`src/rtl/booth_mul_seq.sv`:
```
// booth_mul_seq: iterative Booth multiplier, one recode/add/shift step per clock.
// Supports signed or unsigned operands per operation, selected with each start.
// Uses a start/ready/done handshake. The product is held until the next accepted start.
// Optional macro BOOTH_RADIX4_EN selects modified-Booth radix-4.
// That mode retires two bits per step. Without the macro the block is radix-2.
module booth_mul_seq #(
  parameter int WIDTH = 32,
  parameter int CNT_W = $clog2(WIDTH+2)
) (
  input  logic               clk,
  input  logic               rst,
  input  logic               start,
  input  logic               is_signed,
  input  logic [WIDTH-1:0]   a,
  input  logic [WIDTH-1:0]   b,
  output logic               ready,
  output logic               done,
  output logic [2*WIDTH-1:0] product
);

`ifdef BOOTH_RADIX4_EN
  // Two guard bits keep 2M representable for the most-negative operand.
  localparam int XW   = WIDTH + 2;
  localparam int LAST = WIDTH / 2;
`else
  // One guard bit keeps -M representable for the most-negative operand.
  localparam int XW   = WIDTH + 1;
  localparam int LAST = WIDTH;
`endif
  localparam logic [CNT_W-1:0] LAST_CNT = CNT_W'(LAST);

  typedef enum logic [1:0] {IDLE, RUN, DONE} state_t;

  state_t          state;
  logic [XW-1:0]   acc;
  logic [XW-1:0]   q;
  logic [XW-1:0]   m;
  logic            q_1;
  logic [CNT_W-1:0] count;

  logic [XW-1:0]   acc_next;
  logic [XW-1:0]   q_next;
  logic            q_1_next;
  logic [XW-1:0]   a_ext;
  logic [XW-1:0]   b_ext;

  assign a_ext = {{(XW-WIDTH){is_signed & a[WIDTH-1]}}, a};
  assign b_ext = {{(XW-WIDTH){is_signed & b[WIDTH-1]}}, b};

`ifdef BOOTH_RADIX4_EN
  // Sum is computed two bits wider so acc +/- 2M cannot wrap before the shift.
  logic [XW+1:0] m_x;
  logic [XW+1:0] m_x2;
  logic [XW+1:0] pp;
  logic [XW+1:0] sum;

  // Radix-4 step: recode {Q1,Q0,q_1} into 0, +/-M or +/-2M, add, shift right by 2.
  always_comb begin
    m_x  = {{2{m[XW-1]}}, m};
    m_x2 = {m_x[XW:0], 1'b0};
    case ({q[1], q[0], q_1})
      3'b001, 3'b010: pp = m_x;
      3'b011:         pp = m_x2;
      3'b100:         pp = -m_x2;
      3'b101, 3'b110: pp = -m_x;
      default:        pp = '0;
    endcase
    sum      = {{2{acc[XW-1]}}, acc} + pp;
    acc_next = sum[XW+1:2];
    q_next   = {sum[1:0], q[XW-1:2]};
    q_1_next = q[1];
  end
`else
  logic [XW-1:0] sum;

  // Radix-2 step: recode {Q0,q_1} into 0 or +/-M, add, shift right by 1.
  always_comb begin
    sum = acc;
    case ({q[0], q_1})
      2'b01:   sum = acc + m;
      2'b10:   sum = acc - m;
      default: sum = acc;
    endcase
    {acc_next, q_next, q_1_next} = {sum[XW-1], sum, q};
  end
`endif

  // Control FSM plus datapath registers; all outputs are registered.
  always_ff @(posedge clk) begin
    if (rst) begin
      state   <= IDLE;
      ready   <= 1'b1;
      done    <= 1'b0;
      product <= '0;
      count   <= '0;
      acc     <= '0;
      q       <= '0;
      m       <= '0;
      q_1     <= 1'b0;
    end else begin
      done <= 1'b0;
      case (state)
        IDLE, DONE: begin
          if (start) begin
            acc   <= '0;
            q_1   <= 1'b0;
            q     <= a_ext;
            m     <= b_ext;
            count <= '0;
            state <= RUN;
            ready <= 1'b0;
          end else begin
            state <= IDLE;
            ready <= 1'b1;
          end
        end
        RUN: begin
          acc   <= acc_next;
          q     <= q_next;
          q_1   <= q_1_next;
          count <= count + CNT_W'(1);
          if (count == LAST_CNT) begin
            // Low 2*WIDTH bits of {A,Q} hold the exact product; guard bits drop off.
`ifdef BOOTH_RADIX4_EN
            product <= {acc_next[WIDTH-3:0], q_next};
`else
            product <= {acc_next[WIDTH-2:0], q_next};
`endif
            done  <= 1'b1;
            state <= DONE;
            ready <= 1'b1;
          end
        end
        default: begin
          state <= IDLE;
          ready <= 1'b1;
        end
      endcase
    end
  end

endmodule
```
`config.mk`:
```
export PLATFORM = sky130hd
export DESIGN_NAME = booth_mul_seq
export DESIGN_NICKNAME = d
export VERILOG_FILES = /design/src/rtl/booth_mul_seq.sv
export SDC_FILE = /design/constraint.sdc
export NUM_CORES = 1
export LEC_CHECK = 0
export BUFFER_PORTS_ARGS = -buffer_cell sky130_fd_sc_hd__buf_2
export CORE_MARGIN = 2
export CORE_UTILIZATION = 45
export CTS_BUF_LIST = sky130_fd_sc_hd__clkbuf_8
export CTS_CLUSTER_SIZE = 24
export DETAILED_ROUTE_END_ITERATION = 16
export GPL_TIMING_DRIVEN = 0
export PLACE_DENSITY = 0.69
export SETUP_SLACK_MARGIN = 0.4
export SLEW_MARGIN = 20
export SYNTH_ARGS = -nofsm -noshare
export SYNTH_HDL_FRONTEND = slang
export SYNTH_SLANG_ARGS = --single-unit
export TNS_END_PERCENT = 1
```
`constraint.sdc`:
```
create_clock -name clk -period 3.9 [get_ports clk]
set_input_delay 0.39 -clock clk [delete_from_list [all_inputs] [get_ports clk]]
set_output_delay 0.39 -clock clk [all_outputs]
set_load 0.01 [all_outputs]
```
Yosys cells after proc, flatten, opt, wreduce, memory -nomap -nowiden
Cells that the tools add are included.

operators by class
  add/sub/neg operators = 3
  equality and inequality tests = 7
  mux-type cells = 16
  bitwise operators = 3
  reductions and logical operators = 7

operator list
  operator                                              number
  case mux 33 bit (2 select lines)                      3
  two-way mux 33 bit                                    2
  adder 33 bit                                          1
  subtractor 33 bit                                     1
  case mux 6 bit (2 select lines)                       1
  adder 6 x 1 -> 6 bit (second input constant)          1
  equality test 6 bit (second input constant)           1
  two-way mux 6 bit                                     1
  AND reduction 2 bit                                   3
  two-way mux 1 bit                                     5
  equality test 2 x 1 -> 1 bit (second input constant)  2
  equality test 2 bit (second input constant)           2
  inequality test 2 bit (second input constant)         2
  case mux 1 bit (2 select lines)                       2
  case mux 2 bit (2 select lines)                       1
  OR reduction 2 bit                                    2
  AND 1 bit                                             2
  logical NOT 2 bit                                     1
  two-way mux 2 bit                                     1
  nonzero test 2 bit                                    1
  NOT 1 bit                                             1

storage, ports and cells
  flip-flop bits (word level) = 174
  bits of input ports = 68
  output and inout bits = 66
  logic and storage cells = 45

Logic depth before layout (Yosys ltp)
  depth in word-level cells = 4
  mapped depth = 18
  depth with buffers taken out = 17

Least setup slack after synthesis
OpenSTA, ideal clock, no wires.

  path kind = register -> register
  start = register m[2]
  end = register acc[24]
  library setup time = 0.074 ns
  arrival time = 3.717 ns
  data required time = 3.826 ns
  path slack = 0.109 ns
  stages on the path, launching flop included = 18
  buffers on the path = 1
  period minus slack after synthesis = 3.791 ns
  cells stage by stage = dfxtp_1 or4_4 nor3b_4 nand2_2 nor4_1 nor2_1 xnor2_1 ha_1 clkbuf_1 a21oi_1 o21bai_1 nor3_1 nand3_1 a41oi_1 o21ai_1 xnor2_1 or3_1 a31oi_1

between the ends
  longest elaborated chain between the ends = 3
  elaborated cells on any way between the ends = 4
  those cells by class = 2 x add/sub; 2 x mux

RTL lines
  element                                                   line    RTL
  start, declared                                           37      logic [XW-1:0] m;
  start signal, assigned                                    108     m <= b_ext;
  subtractor 33 bit / adder 33 bit (equally long branches)  81, 80
  case mux 33 bit (2 select lines) *                        79      case ({q[0], q_1})
  case mux 33 bit (2 select lines) *                        102     case (state)
  end signal, assigned                                      118     acc <= acc_next;
  end, declared                                             35      logic [XW-1:0] acc;

Every way passes the cells marked *; elsewhere a longest branch is shown, timed or not.
A chain may end at the register's enable or synchronous reset.

Worst setup path after layout
  start = register m[5]
  end = register acc[24]

The elaborated chain is that of the path after synthesis.

==> metrics.txt <==
warnings from Yosys 0; Slew Limit Fails 0; M1 GR Usage between 30% and 40%; final wirelength 27770 um; met2 GRT Util between 40% and 50%; Antenna Cells 0; num rows between 50 and 60; Tightest Pin Transition between 0.8 and 0.9 ns; io pins around 130; CTS HTree Levels 4; largest net degree at the start of global routing 21; setup slack, reg-to-reg -0.12 ns; WS Path Type reg2reg; Clock Latency Late Sink 0.50 ns; post-synthesis sequential area ratio between 30% and 40%; asr flop ratio synth 0%; filler cell count 1900; first-pass GRT wire length ~43000 um; commonest cells after routing, fill and taps aside nand2_1, dfxtp_1, a21oi_1; Setup WS post-layout -0.1249 ns; P_leak 4.210 nW; cts hold-fix bufs 0; Synth Net Count 1264; Pwr Total 4.270 mW; outcome finished, violations left; Die ar. 20920 um2; DRT Pass-1 Iters 5; Clock transition at path regs 0.11 ns; Peak VDD IR 272.5 uV; RSZ-0062 raised after global routing true; Rel. slew slack a little over two fifths; Mapped Cells 1159; Post-Syn Area approximately 9000 um2; clock sinks 173; core area between 15000 and 20000 um2; # nets final 1432; Routed Antenna Nets 0; synthesized flop and latch total between 150 and 200; crit path max fanout 5; Tmin final ~4.0 ns; Worst path slowest cell or4_4; failing checks setup timing; grt peak-use layer met2; vias just over 9000; Final Cycle Share 103.2%; Die H between 100 and 150 um; Buffers on Ports ~130; Hold Crit Class in2reg; DR WL/cell approximately 17 um; HPWL after detailed placement slightly above 20000 um; vias in the first global route ~8400; vias per cell about 5.7; clk_skew about 0.021 ns; crit-path cells or4_4 -> nor3b_4 -> buf_4 -> and3_4 -> a21oi_1 -> xnor2_1 -> ha_1 -> a21oi_2 -> o21ai_4 -> nor3_2 -> nand3_2 -> a41oi_4 -> o21ai_2 -> xnor2_2 -> or3_1 -> a31oi_1; Max clock buf depth 2; commonest non-fill, non-tap cell in the layout nand2_1; final RePlAce weighted congestion ~0.91; power per cell area ~390 nW/um2; syn avg cell area approximately 7.7 um2; fmax around 250 MHz; final setup fails 9; Post-synth EDFFs 0; number of max-cap violations 0; DR iter-0 viols 650; worst path required time between 4 and 5 ns; critical path capture point type register; Root Driver clkbuf_8; gr ovfl total 0; crit path launch type register; post-route setup TNS -0.6227 ns; Hold Vio Cnt, Final 0; DRC viols 0; width of the die roughly 140 um; met3 GRT Util under 10%; antenna violations before repair 0; ys flop type dfxtp_1; Largest stage delay, worst path between 0.5 and 0.6 ns; share of cells above drive strength 1 a little under 20%; CTS tree done; synth unique cells between 60 and 70; Total GRT Usage around a quarter; cts bufs inserted 17; Layout area overhead 22.34%; Critical Path AT around 4.4 ns; Initial Utilization 45.73%
[path summary, 6_finish.rpt]
path | start | cells past startpoint | end
worst min-delay path | b[5] | 3 | m[5]
worst max-delay path | m[5] | 16 | acc[24]
worst max register to register | m[5] | 16 | acc[24]
worst min register to register | product[2] | 2 | product[2]
[power breakdown]
part           switching, mW  total [mW]  internal (mW)
registers             0.0618        1.89           1.82
clock network          0.826        1.32          0.495
logic                  0.648        1.06          0.414
[logic make-up after synthesis]
group	after synthesis	share of synthesized area [%]
buf+inv	104	4.414
flops	173	38.91
fa+ha+maj	37	5.285
compound gates	352	23.50
xor+xnor	59	6.016
simple gates	422	20.51
mux	12	1.364
[registers in the layout, indices dropped and copies added (netlist names)]
name,count
product,64
m,33
q,33
acc,32
count,6
state,2
done,1
q_1,1
ready,1
[synthesized netlist by cell type, types with 2 or more instances]
cell type	instances	area, um2
inv_1	21	78.83
nor2_1	86	322.8
and2_1	3	18.77
a211o_1	2	17.52
buf_2	2	10.01
xor2_1	17	148.9
a21o_1	6	45.04
a211oi_1	11	82.58
o21ai_1	2	10.01
nor3b_1	3	22.52
a22oi_1	44	330.3
o211ai_1	4	30.03
o22ai_1	6	37.54
clkbuf_1	71	266.5
nor4b_1	2	17.52
a32oi_1	8	70.07
buf_1	9	33.78
o21ai_0	46	230.2
nor2b_1	7	43.79
nor4_1	5	31.28
o31ai_1	3	22.52
dfxtp_1	173	3463
nand2_1	233	874.6
or3_1	6	37.54
nand2b_1	6	37.54
xnor2_1	41	359.1
nand4_1	9	56.30
a41oi_1	3	26.28
and3_1	3	18.77
a21oi_1	174	870.8
o21bai_1	6	45.04
nand3_1	24	120.1
a311oi_1	2	17.52
nor3_1	26	130.1
a31oi_1	19	118.9
or4_1	2	15.01
ha_1	36	450.4
mux2i_1	11	110.1
o21a_1	5	37.54
[worst max-delay path: cells and delay by family (launching register included)]
family | cells | cell delay (ns)
AND/OR/NAND/NOR | 6 | 1.65
AO/OA/AOI/OAI | 6 | 1.02
XOR/XNOR | 2 | 0.40
adder cells (fa/ha/maj) | 1 | 0.35
flip-flops | 1 | 0.34
buffers and inverters | 1 | 0.15
[through the flow]
stage | area [um2] | instances | utilization [%] | hold slack (ns) | worst slack, ns
3_3_place_gp | 9922 | 1556 | 50.98 | 0.4400 | -0.3024
4_1_cts | 10590 | 1597 | 54.39 | 0.1059 | -0.04749
3_5_place_dp | 9922 | 1556 | 50.98 | 0.4445 | -0.3159
6_report | 10890 | 1605 | 55.95 | 0.1219 | -0.1249
5_1_grt | 10890 | 1605 | 55.95 | 0.1207 | -0.2430
2_1_floorplan | 8930 | 1159 | - | 0.4452 | 0.3471
[cell type report]
type                    count  area (um2)  area share (%)
plain buffers              82       339.1           3.114
inverters                  22       82.58          0.7584
repair buffers            149       810.8           7.446
well taps                 265       331.6           3.045
flip-flops and latches    173        3468           31.85
multi-input cells         882        5433           49.89
clock buffers              17       234.0           2.149
clock inverters            15       190.2           1.747
[timing repair]
item	CTS	global route
buffers inserted	9	8
pin swaps	30	39
setup endpoints to repair	42	44
gates resized for setup	46	63
cloned	0	0
[routing by layer]
metal	part of all wire [%]	up-vias
li1	-	4415
met1	44	4275
met2	47	352
met3	6.4	70
met4	3.3	0
met5	0	-
(Power assumes the default switching activity.)
